<file path="src/rtl/dl_sequencer.sv">
// HPS download sequencer: routes ROM bytes through a FIFO, latches game-select and DIP bytes,
// and holds the core in reset until writes drain. Optional rom_sum output: DL_SEQUENCER_CHECKSUM_EN.
module dl_sequencer #(
    parameter int FIFO_DEPTH  = 4,
    parameter int HOLD_CYCLES = 256,
    parameter int ADDR_W      = 16
) (
    input  logic              clk_sys,
    input  logic              reset,
    input  logic              ioctl_download,
    input  logic              ioctl_wr,
    input  logic [7:0]        ioctl_index,
    input  logic [24:0]       ioctl_addr,
    input  logic [7:0]        ioctl_dout,
    output logic              ioctl_wait,
    output logic [ADDR_W-1:0] rom_addr,
    output logic [7:0]        rom_data,
    output logic              rom_wr,
    input  logic              rom_ready,
    output logic [7:0]        mod,
    output logic              mod_valid,
    output logic [63:0]       dsw,
    output logic              core_reset,
    output logic              busy
`ifdef DL_SEQUENCER_CHECKSUM_EN
    ,
    output logic [15:0]       rom_sum
`endif
);

    localparam int AW = (FIFO_DEPTH > 1) ? $clog2(FIFO_DEPTH) : 1;
    localparam int CW = AW + 1;
    localparam int HW = $clog2(HOLD_CYCLES + 1);
    localparam logic [CW-1:0] FULL_CNT  = CW'(FIFO_DEPTH);
    localparam logic [CW-1:0] WAIT_CNT  = CW'(FIFO_DEPTH - 1);
    localparam logic [HW-1:0] HOLD_LOAD = HW'(HOLD_CYCLES - 1);

    typedef enum logic [1:0] {ST_RUN, ST_LOAD, ST_DRAIN, ST_HOLD} state_t;

    state_t              r_state, w_state_nxt;
    logic [ADDR_W+7:0]   r_mem [FIFO_DEPTH];
    logic [AW-1:0]       r_wptr, r_rptr;
    logic [CW-1:0]       r_count, w_count_nxt;
    logic [HW-1:0]       r_hold;
    logic                r_wait;
    logic [7:0]          r_mod;
    logic                r_mod_valid;
    logic [63:0]         r_dsw;
    logic                w_wr_rom, w_push, w_pop, w_drained;

    assign w_wr_rom  = ioctl_wr && (ioctl_index == 8'd0);
    assign w_push    = w_wr_rom && (r_count != FULL_CNT);
    assign rom_wr    = (r_count != '0);
    assign w_pop     = rom_wr && rom_ready;
    assign w_drained = (r_count == '0) && !w_wr_rom;

    assign rom_addr   = r_mem[r_rptr][ADDR_W+7:8];
    assign rom_data   = r_mem[r_rptr][7:0];
    assign ioctl_wait = r_wait;
    assign mod        = r_mod;
    assign mod_valid  = r_mod_valid;
    assign dsw        = r_dsw;
    assign busy       = core_reset;

    always_comb begin
        w_count_nxt = r_count;
        case ({w_push, w_pop})
            2'b10:   w_count_nxt = r_count + CW'(1);
            2'b01:   w_count_nxt = r_count - CW'(1);
            default: w_count_nxt = r_count;
        endcase
    end

    // Storage carries no reset; only pointers and occupancy define validity.
    always_ff @(posedge clk_sys) begin
        if (w_push) r_mem[r_wptr] <= {ioctl_addr[ADDR_W-1:0], ioctl_dout};
    end

    always_ff @(posedge clk_sys) begin
        if (reset) begin
            r_wptr  <= '0;
            r_rptr  <= '0;
            r_count <= '0;
            r_wait  <= 1'b0;
        end else begin
            if (w_push) r_wptr <= r_wptr + AW'(1);
            if (w_pop)  r_rptr <= r_rptr + AW'(1);
            r_count <= w_count_nxt;
            r_wait  <= (w_count_nxt >= WAIT_CNT);
        end
    end

    always_ff @(posedge clk_sys) begin
        if (reset) begin
            r_state <= ST_HOLD;
        end else begin
            r_state <= w_state_nxt;
        end
    end

    always_comb begin
        w_state_nxt = r_state;
        core_reset  = 1'b1;
        case (r_state)
            ST_RUN: begin
                core_reset = 1'b0;
                if (ioctl_download) w_state_nxt = ST_LOAD;
            end
            ST_LOAD: begin
                if (!ioctl_download) w_state_nxt = ST_DRAIN;
            end
            ST_DRAIN: begin
                if (ioctl_download)  w_state_nxt = ST_LOAD;
                else if (w_drained)  w_state_nxt = ST_HOLD;
            end
            ST_HOLD: begin
                if (ioctl_download)     w_state_nxt = ST_LOAD;
                else if (r_hold == '0)  w_state_nxt = ST_RUN;
            end
            default: w_state_nxt = ST_HOLD;
        endcase
    end

    // Counter is parked at its load value outside HOLD, so every HOLD entry starts a full period.
    always_ff @(posedge clk_sys) begin
        if (reset || r_state != ST_HOLD) begin
            r_hold <= HOLD_LOAD;
        end else if (r_hold != '0) begin
            r_hold <= r_hold - HW'(1);
        end
    end

    always_ff @(posedge clk_sys) begin
        if (reset) begin
            r_mod       <= 8'hFF;
            r_mod_valid <= 1'b0;
            r_dsw       <= '0;
        end else if (ioctl_wr) begin
            if (ioctl_index == 8'd1) begin
                r_mod       <= ioctl_dout;
                r_mod_valid <= 1'b1;
            end else if (ioctl_index == 8'd254 && ioctl_addr[24:3] == '0) begin
                r_dsw[{ioctl_addr[2:0], 3'b000} +: 8] <= ioctl_dout;
            end
        end
    end

`ifdef DL_SEQUENCER_CHECKSUM_EN
    logic [15:0] r_sum;
    assign rom_sum = r_sum;

    always_ff @(posedge clk_sys) begin
        if (reset || (r_state == ST_RUN && ioctl_download)) begin
            r_sum <= '0;
        end else if (w_pop) begin
            r_sum <= r_sum + {8'h00, rom_data};
        end
    end
`endif

endmodule

</file>
<file path="config.mk">
export PLATFORM = sky130hd
export DESIGN_NAME = dl_sequencer
export DESIGN_NICKNAME = d
export VERILOG_FILES = /design/src/rtl/dl_sequencer.sv
export SDC_FILE = /design/constraint.sdc
export NUM_CORES = 1
export LEC_CHECK = 0
export CAP_MARGIN = 20
export CORE_ASPECT_RATIO = 1.5
export CORE_MARGIN = 2
export CORE_UTILIZATION = 35
export CTS_BUF_LIST = sky130_fd_sc_hd__clkbuf_8
export CTS_CLUSTER_SIZE = 16
export DETAILED_ROUTE_END_ITERATION = 10
export GPL_TIMING_DRIVEN = 0
export SETUP_SLACK_MARGIN = 0.5
export SLEW_MARGIN = 20
export SYNTH_ARGS = -nofsm -noshare
export SYNTH_HDL_FRONTEND = slang
export SYNTH_SLANG_ARGS = --single-unit
</file>
<file path="constraint.sdc">
create_clock -name clk_sys -period 9.39 [get_ports clk_sys]
set_clock_uncertainty 0.05 [all_clocks]
set_input_delay 1.878 -clock clk_sys [delete_from_list [all_inputs] [get_ports clk_sys]]
set_output_delay 1.878 -clock clk_sys [all_outputs]
set_load 0.01 [all_outputs]
</file>
==> results.cfg, run 1 <==
[sta]
setup_tns_ns = 0
worst_pin_slew_ns = 1.05
setup_ws_ns = 4.04
fmax_mhz = 187
slew_viol_final = 0
setup_viol = 0
slew_headroom_pct = 29.8
hold_violations = 0
rsz0062_at_grt = no
fin_crit_sh_pct = 57.0
final.min_clock_period_ns = 5.35

[critical_path]
critPathLaunch = ioctl_addr[0]
rr_worst_depth = 10
regToRegSetupSlack_ns = 6.69
crit_path_end = dsw[53]$_SDFFE_PP0P_
worstSetupStartpointType = input port
r2r_start = r_count[0]$_SDFF_PP0_
crit_type = in -> reg
worstPathArrival_ns = 5.70
path_max_fanout = 10
required_ns = 9.74
critPathCaptureType = flip-flop
r2r-end = ioctl_wait$_SDFF_PP0_

[yosys]
syn_area_sq_um = 7780
ys_types = 48
synthCells = 551
ys_ff_latch = 190
yosysSeqAreaShare_pct = 61.2
syn_avg_cell_area_sq_um = 14.1
synth_fp_nets = 606
yosysWarnings = 0
synth_edf_count = 96
synth-async-reset-ratio_pct = 0
ys.flop_type = edfxtp_1

[finish]
area_delta_synth_final_pct = 28.0
drive_gt1_share_pct = 12.5
diodes = 0
fin_nets = 771

[clock_tree]
cts_root_buffer = clkbuf_8
htreeDepth = 4
clk_pin_slew_worst_paths_ns = 0.09
clk-insertion-delay-late_ns = 0.47
cts_hold_buf = 0
cts_setup_buffers = 0
ctsResizeCount = 0
cts_buffers = 17
clock-sinks = 190
clockBufferDepth = 2
cts_tree = yes

[power_and_ir_drop]
p_sw_mw = 0.351
power_frac_clock_pct = 35.1
p_leak_nw = 3.57
power.share.combinational_pct = 4.9
swShare_pct = 24.1
p_int_mw = 1.10
ir_drop_uv = 79.1
power_density_nw_per_um2 = 146
pwr-share-seq_pct = 60.0

[floorplanning]
num_rows = 66
fp.dieH_microns = 187
core_sq_um = 21800
die_x_microns = 126
start_util_pct = 35.7
dieArea_sq_um = 23500
ios = 147

[placed_design]
hpwl_microns = 13800
place.gp.congestion = 0.787
port_buffers = 146
place_ws_ns = 3.59

[detailed_routing]
drt_iter0_markers = 261
drtPass1Iterations = 4
post-route-drc-count = 0
ant_nets = 0
wl_per_cell_microns = 19.2
vias = 4924
routed_wl_microns = 19200
vias_per_cell = 4.92

[status]
outcome = finished, final reports clean

[global_route]
grt_pass1_vias = 5401
grt_max_degree = 25
track_usage_pct = 16.8
grt_overflow = 0
grt_pass1_wl_microns = 30300
antenna_found_initial = 0

[min_path]
min_from = mod_valid$_SDFFE_PP0P_
min_path_type = reg -> reg

[flow_run]
drv_cap = 0
sequential cells by signal, summed over array words and instances (netlist names), named ones only:
name	flops
r_state	2
ioctl_wait	1
mod	8
r_wptr	2
r_mem	96
mod_valid	1
r_hold	9
r_rptr	2
dsw	64
r_count	3
power groups by stage:
stage	Combinational (mW)	Clock, mW	Sequential [mW]
after floorplan	0.0287	0	0.891
after global placement	0.0690	0	0.890
after detailed placement	0.0715	0	0.891
after CTS	0.0720	0.525	0.872
after global routing	0.0771	0.558	0.872
final	0.0706	0.511	0.871
final cells by class:
cell class / instances / area, sq um
Fill cell: 1964 / 11800
Sequential cell: 190 / 4760
Multi-Input combinational cell: 312 / 2820
Timing Repair Buffer: 146 / 1460
Tap cell: 272 / 340
Clock buffer: 18 / 248
Buffer: 28 / 128
Clock inverter: 14 / 125
Inverter: 21 / 78.8
worst min path at each step:
| stage | slack (ns) | depth (start not counted) | endpoint |
|---|---|---|---|
| after detailed placement | 0.40 | 2 | mod_valid$_SDFFE_PP0P_ |
| final | 0.41 | 2 | mod_valid$_SDFFE_PP0P_ |
| after CTS | 0.41 | 2 | mod_valid$_SDFFE_PP0P_ |
| after global routing | 0.44 | 1 | mod[3]$_SDFFE_PP1P_ |
| after floorplan | 0.38 | 1 | r_hold[8]$_SDFFE_PP0P_ |
| after global placement | 0.38 | 1 | r_hold[8]$_SDFFE_PP0P_ |
cell usage in the layout (no fill, tap or decap), types with 3 or more instances in the layout:
cell type / instances
edfxtp_1: 96
mux2_4: 8
a21oi_1: 3
nand3_1: 16
buf_2: 3
inv_1: 22
or2_2: 4
nor2_1: 23
clkbuf_1: 16
nor2b_1: 9
clkbuf_8: 18
buf_1: 6
a211oi_1: 3
ha_1: 8
nor4b_1: 3
nor4_4: 6
inv_6: 4
or3_1: 3
xnor2_1: 8
o21ai_0: 4
clkdlybuf4s50_1: 146
nor4_1: 4
nand2_1: 13
and2_2: 4
nand2b_1: 68
nor3_1: 5
inv_8: 3
xor2_1: 3
mux2i_1: 57
mux4_2: 24
a211o_1: 9
or4_1: 3
dfxtp_1: 94
logic make-up after synthesis:
family	Yosys count	share of synthesized area (%)
mux	90	16.0
fa+ha+maj	9	1.54
buf+inv	49	2.65
compound gates	24	2.28
xor+xnor	11	1.24
simple gates	178	15.1
flops	190	61.2
routing by layer:
metal  share of wire, %  vias up  track usage, %  wire length (microns)
met4                2.6        0            6.80                    503
met2                 53      125            30.0                  10200
met1                 39     2447            18.9                   7590
li1                   -     2326               -                      -
met5                  0        -               0                      0
met3                5.1       26            4.59                    979
Yosys cell counts, types with 2 or more instances:
library cell / number / area, sq um
edfxtp_1: 96 / 2880
dfxtp_1: 94 / 1880
nand2b_1: 68 / 425
mux2i_1: 57 / 571
mux4_2: 24 / 541
nor2_1: 23 / 86.3
inv_1: 21 / 78.8
clkbuf_1: 16 / 60.1
nand3_1: 16 / 80.1
nand2_1: 13 / 48.8
a211o_1: 9 / 78.8
nor2b_1: 9 / 56.3
ha_1: 8 / 100
mux2_4: 8 / 120
xnor2_1: 8 / 70.1
and2_1: 6 / 37.5
buf_1: 6 / 22.5
nor4_4: 6 / 128
nor3_1: 5 / 25.0
nor4_1: 4 / 25.0
o21ai_0: 4 / 20.0
or2_2: 4 / 25.0
a211oi_1: 3 / 22.5
a21oi_1: 3 / 15.0
buf_2: 3 / 15.0
nor4b_1: 3 / 26.3
or3_1: 3 / 18.8
or4_1: 3 / 22.5
xor2_1: 3 / 26.3
a21o_1: 2 / 15.0
and4_1: 2 / 17.5
buf_6: 2 / 22.5
nand4_4: 2 / 42.5
nor3b_1: 2 / 15.0
or4_2: 2 / 17.5
worst max-delay path, stage by stage:
cell	delay, ns
clkdlybuf4s50_1	0.61
buf_1	0.40
buf_1	0.41
inv_1	0.10
ha_1	0.21
ha_1	0.31
nand2b_1	0.24
or4_1	0.46
nor3_2	0.81
mux2i_1	0.27
metrics by stage:
stage	hold slack (ns)	power, mW	util [%]	cells	instance area, sq um
global route	0.437	1.51	45.7	1001	9960
floorplan	0.378	0.919	-	551	7780
finish	0.409	1.45	45.7	1001	9960
global placement	0.381	0.959	44.0	969	9580
detailed placement	0.400	0.962	44.0	969	9590
CTS	0.414	1.47	45.7	1001	9960
(Power assumes the default switching activity.)
==> inputs of run 2 (changes only) <==
==> constraint.sdc (replaced) <==
create_clock -name clk_sys -period 5.1 [get_ports clk_sys]
set_clock_uncertainty 0.05 [all_clocks]
set_input_delay 1.02 -clock clk_sys [delete_from_list [all_inputs] [get_ports clk_sys]]
set_output_delay 1.02 -clock clk_sys [all_outputs]
set_load 0.01 [all_outputs]
==> run 2 against run 1 <==
Compared with the run above: utilization about the same; first-iteration DRC count is 0.77% lower; global-route usage unchanged; final area barely moved; die area stayed put; combinational power increased by 84%; non-clock buffer count unchanged; sequential cell count stayed put; hold slack better by 0.00051 ns; critical path type unchanged; highest routed layer unchanged.
==> results.cfg, run 2 (synthesis gave the netlist of run 1 again) <==
[global_route]
grt_pass1_vias = 5401
grt_max_degree = 25
grt_overflow = 0
antenna_found_initial = 0
track_usage_pct = 16.8
grt_pass1_wl_microns = 30300

[power_and_ir_drop]
p_sw_mw = 0.641
power_density_nw_per_um2 = 268
swShare_pct = 24.0
pwr-share-seq_pct = 60.1
p_int_mw = 2.03
p_leak_nw = 3.59
power_frac_clock_pct = 35.0
power.share.combinational_pct = 4.9
ir_drop_uv = 143

[clock_tree]
cts_buffers = 17
cts_root_buffer = clkbuf_8
clockBufferDepth = 2
clock-sinks = 190
cts_hold_buf = 0
clk_pin_slew_worst_paths_ns = 0.11
htreeDepth = 4
clk-insertion-delay-late_ns = 0.47
cts_tree = yes

[floorplanning]
num_rows = 66
fp.dieH_microns = 187
core_sq_um = 21800
ios = 147
dieArea_sq_um = 23500
start_util_pct = 35.7
die_x_microns = 126

[sta]
setup_tns_ns = 0
final.min_clock_period_ns = 4.31
worst_pin_slew_ns = 0.770
slew_headroom_pct = 48.2
rsz0062_at_grt = no
setup_viol = 0
fin_crit_sh_pct = 84.5
hold_violations = 0
setup_ws_ns = 0.789
fmax_mhz = 232
slew_viol_final = 0

[finish]
final_common_cell = clkdlybuf4s50_1
fillCellCount = 1963
seq_area_sq_um = 4760
final_cell_mix = 146 x clkdlybuf4s50_1, 96 x edfxtp_1, 94 x dfxtp_1, 68 x nand2b_1, 57 x mux2i_1
drive_gt1_share_pct = 12.5
diodes = 0
regMostFlops = r_mem
multi_input_area_sq_um = 2820
fin_nets = 771
area_delta_synth_final_pct = 28.1
largest_register_ffs = 96
post-route-util_pct = 45.7

[critical_path]
worstSetupStartpointType = input port
required_ns = 5.45
critPathCaptureType = flip-flop
crit_type = in -> reg
r2r_start = r_count[0]$_SDFF_PP0_
critPathLaunch = ioctl_addr[0]
worstPathArrival_ns = 4.66
path_max_fanout = 10

[status]
outcome = finished, final reports clean

[detailed_routing]
drt_iter0_markers = 259
vias_per_cell = 4.93
ant_nets = 0
wl_per_cell_microns = 19.2
post-route-drc-count = 0
routed_wl_microns = 19300
vias = 4931
drtPass1Iterations = 5

[placed_design]
place_ws_ns = 0.160
port_buffers = 146
hpwl_microns = 13800
place.gp.congestion = 0.787

[min_path]
min_path_type = reg -> reg
min_from = mod_valid$_SDFFE_PP0P_

[flow_run]
drv_cap = 0
[run 2: worst paths after layout]
path,depth (start not counted),to,slack [ns]
worst max-delay path,11,dsw[6]$_SDFFE_PP0P_,0.79
worst min-delay path,2,mod_valid$_SDFFE_PP0P_,0.41
worst min register to register,2,mod_valid$_SDFFE_PP0P_,0.41
worst max register to register,10,ioctl_wait$_SDFF_PP0_,2.40
[run 2: area by class of cell]
type / instances / share of cell area (%)
Sequential cell: 190 / 47.8
Multi-Input combinational cell: 312 / 28.3
Timing Repair Buffer: 146 / 14.7
Tap cell: 272 / 3.41
Clock buffer: 18 / 2.49
Buffer: 28 / 1.28
Clock inverter: 14 / 1.26
Inverter: 21 / 0.791
[run 2: repair_timing]
| action | 4_1_cts | 5_1_grt |
|---|---|---|
| setup buffers | 0 | 0 |
| endpoints found under the setup margin | 0 | 8 |
| resized for setup | 0 | 1 |
[run 2: critical path, stage by stage]
cell and delay (ns):
clkdlybuf4s50_1 0.61, buf_1 0.40, buf_1 0.40, inv_1 0.09, ha_1 0.21, ha_1 0.31
or2_2 0.30, buf_2 0.15, nor3b_1 0.22, nand4_1 0.59, mux2i_1 0.34
[run 2: through the flow]
step / hold slack (ns) / power, mW / instances / cell area (sq um)
finish: 0.410 / 2.67 / 1001 / 9970
global route: 0.437 / 2.78 / 1001 / 9970
CTS: 0.414 / 2.70 / 1001 / 9960
detailed placement: 0.400 / 1.77 / 969 / 9590
global placement: 0.381 / 1.77 / 969 / 9580
floorplan: 0.378 / 1.69 / 551 / 7780
[run 2: layer usage]
| metal | global-route usage (%) | up-vias | part of all wire (%) |
|---|---|---|---|
| met2 | 30.0 | 138 | 52 |
| met3 | 4.59 | 29 | 5.3 |
| li1 | - | 2336 | - |
| met4 | 6.80 | 0 | 3.2 |
| met5 | 0 | - | 0 |
| met1 | 18.9 | 2428 | 39 |
[run 2: power groups by stage]
stage / sequential [mW] / combinational, mW / clock (mW)
after CTS: 1.60 / 0.132 / 0.967
after detailed placement: 1.64 / 0.132 / 0
final: 1.60 / 0.130 / 0.935
after global placement: 1.64 / 0.127 / 0
after global routing: 1.61 / 0.142 / 1.03
after floorplan: 1.64 / 0.0528 / 0
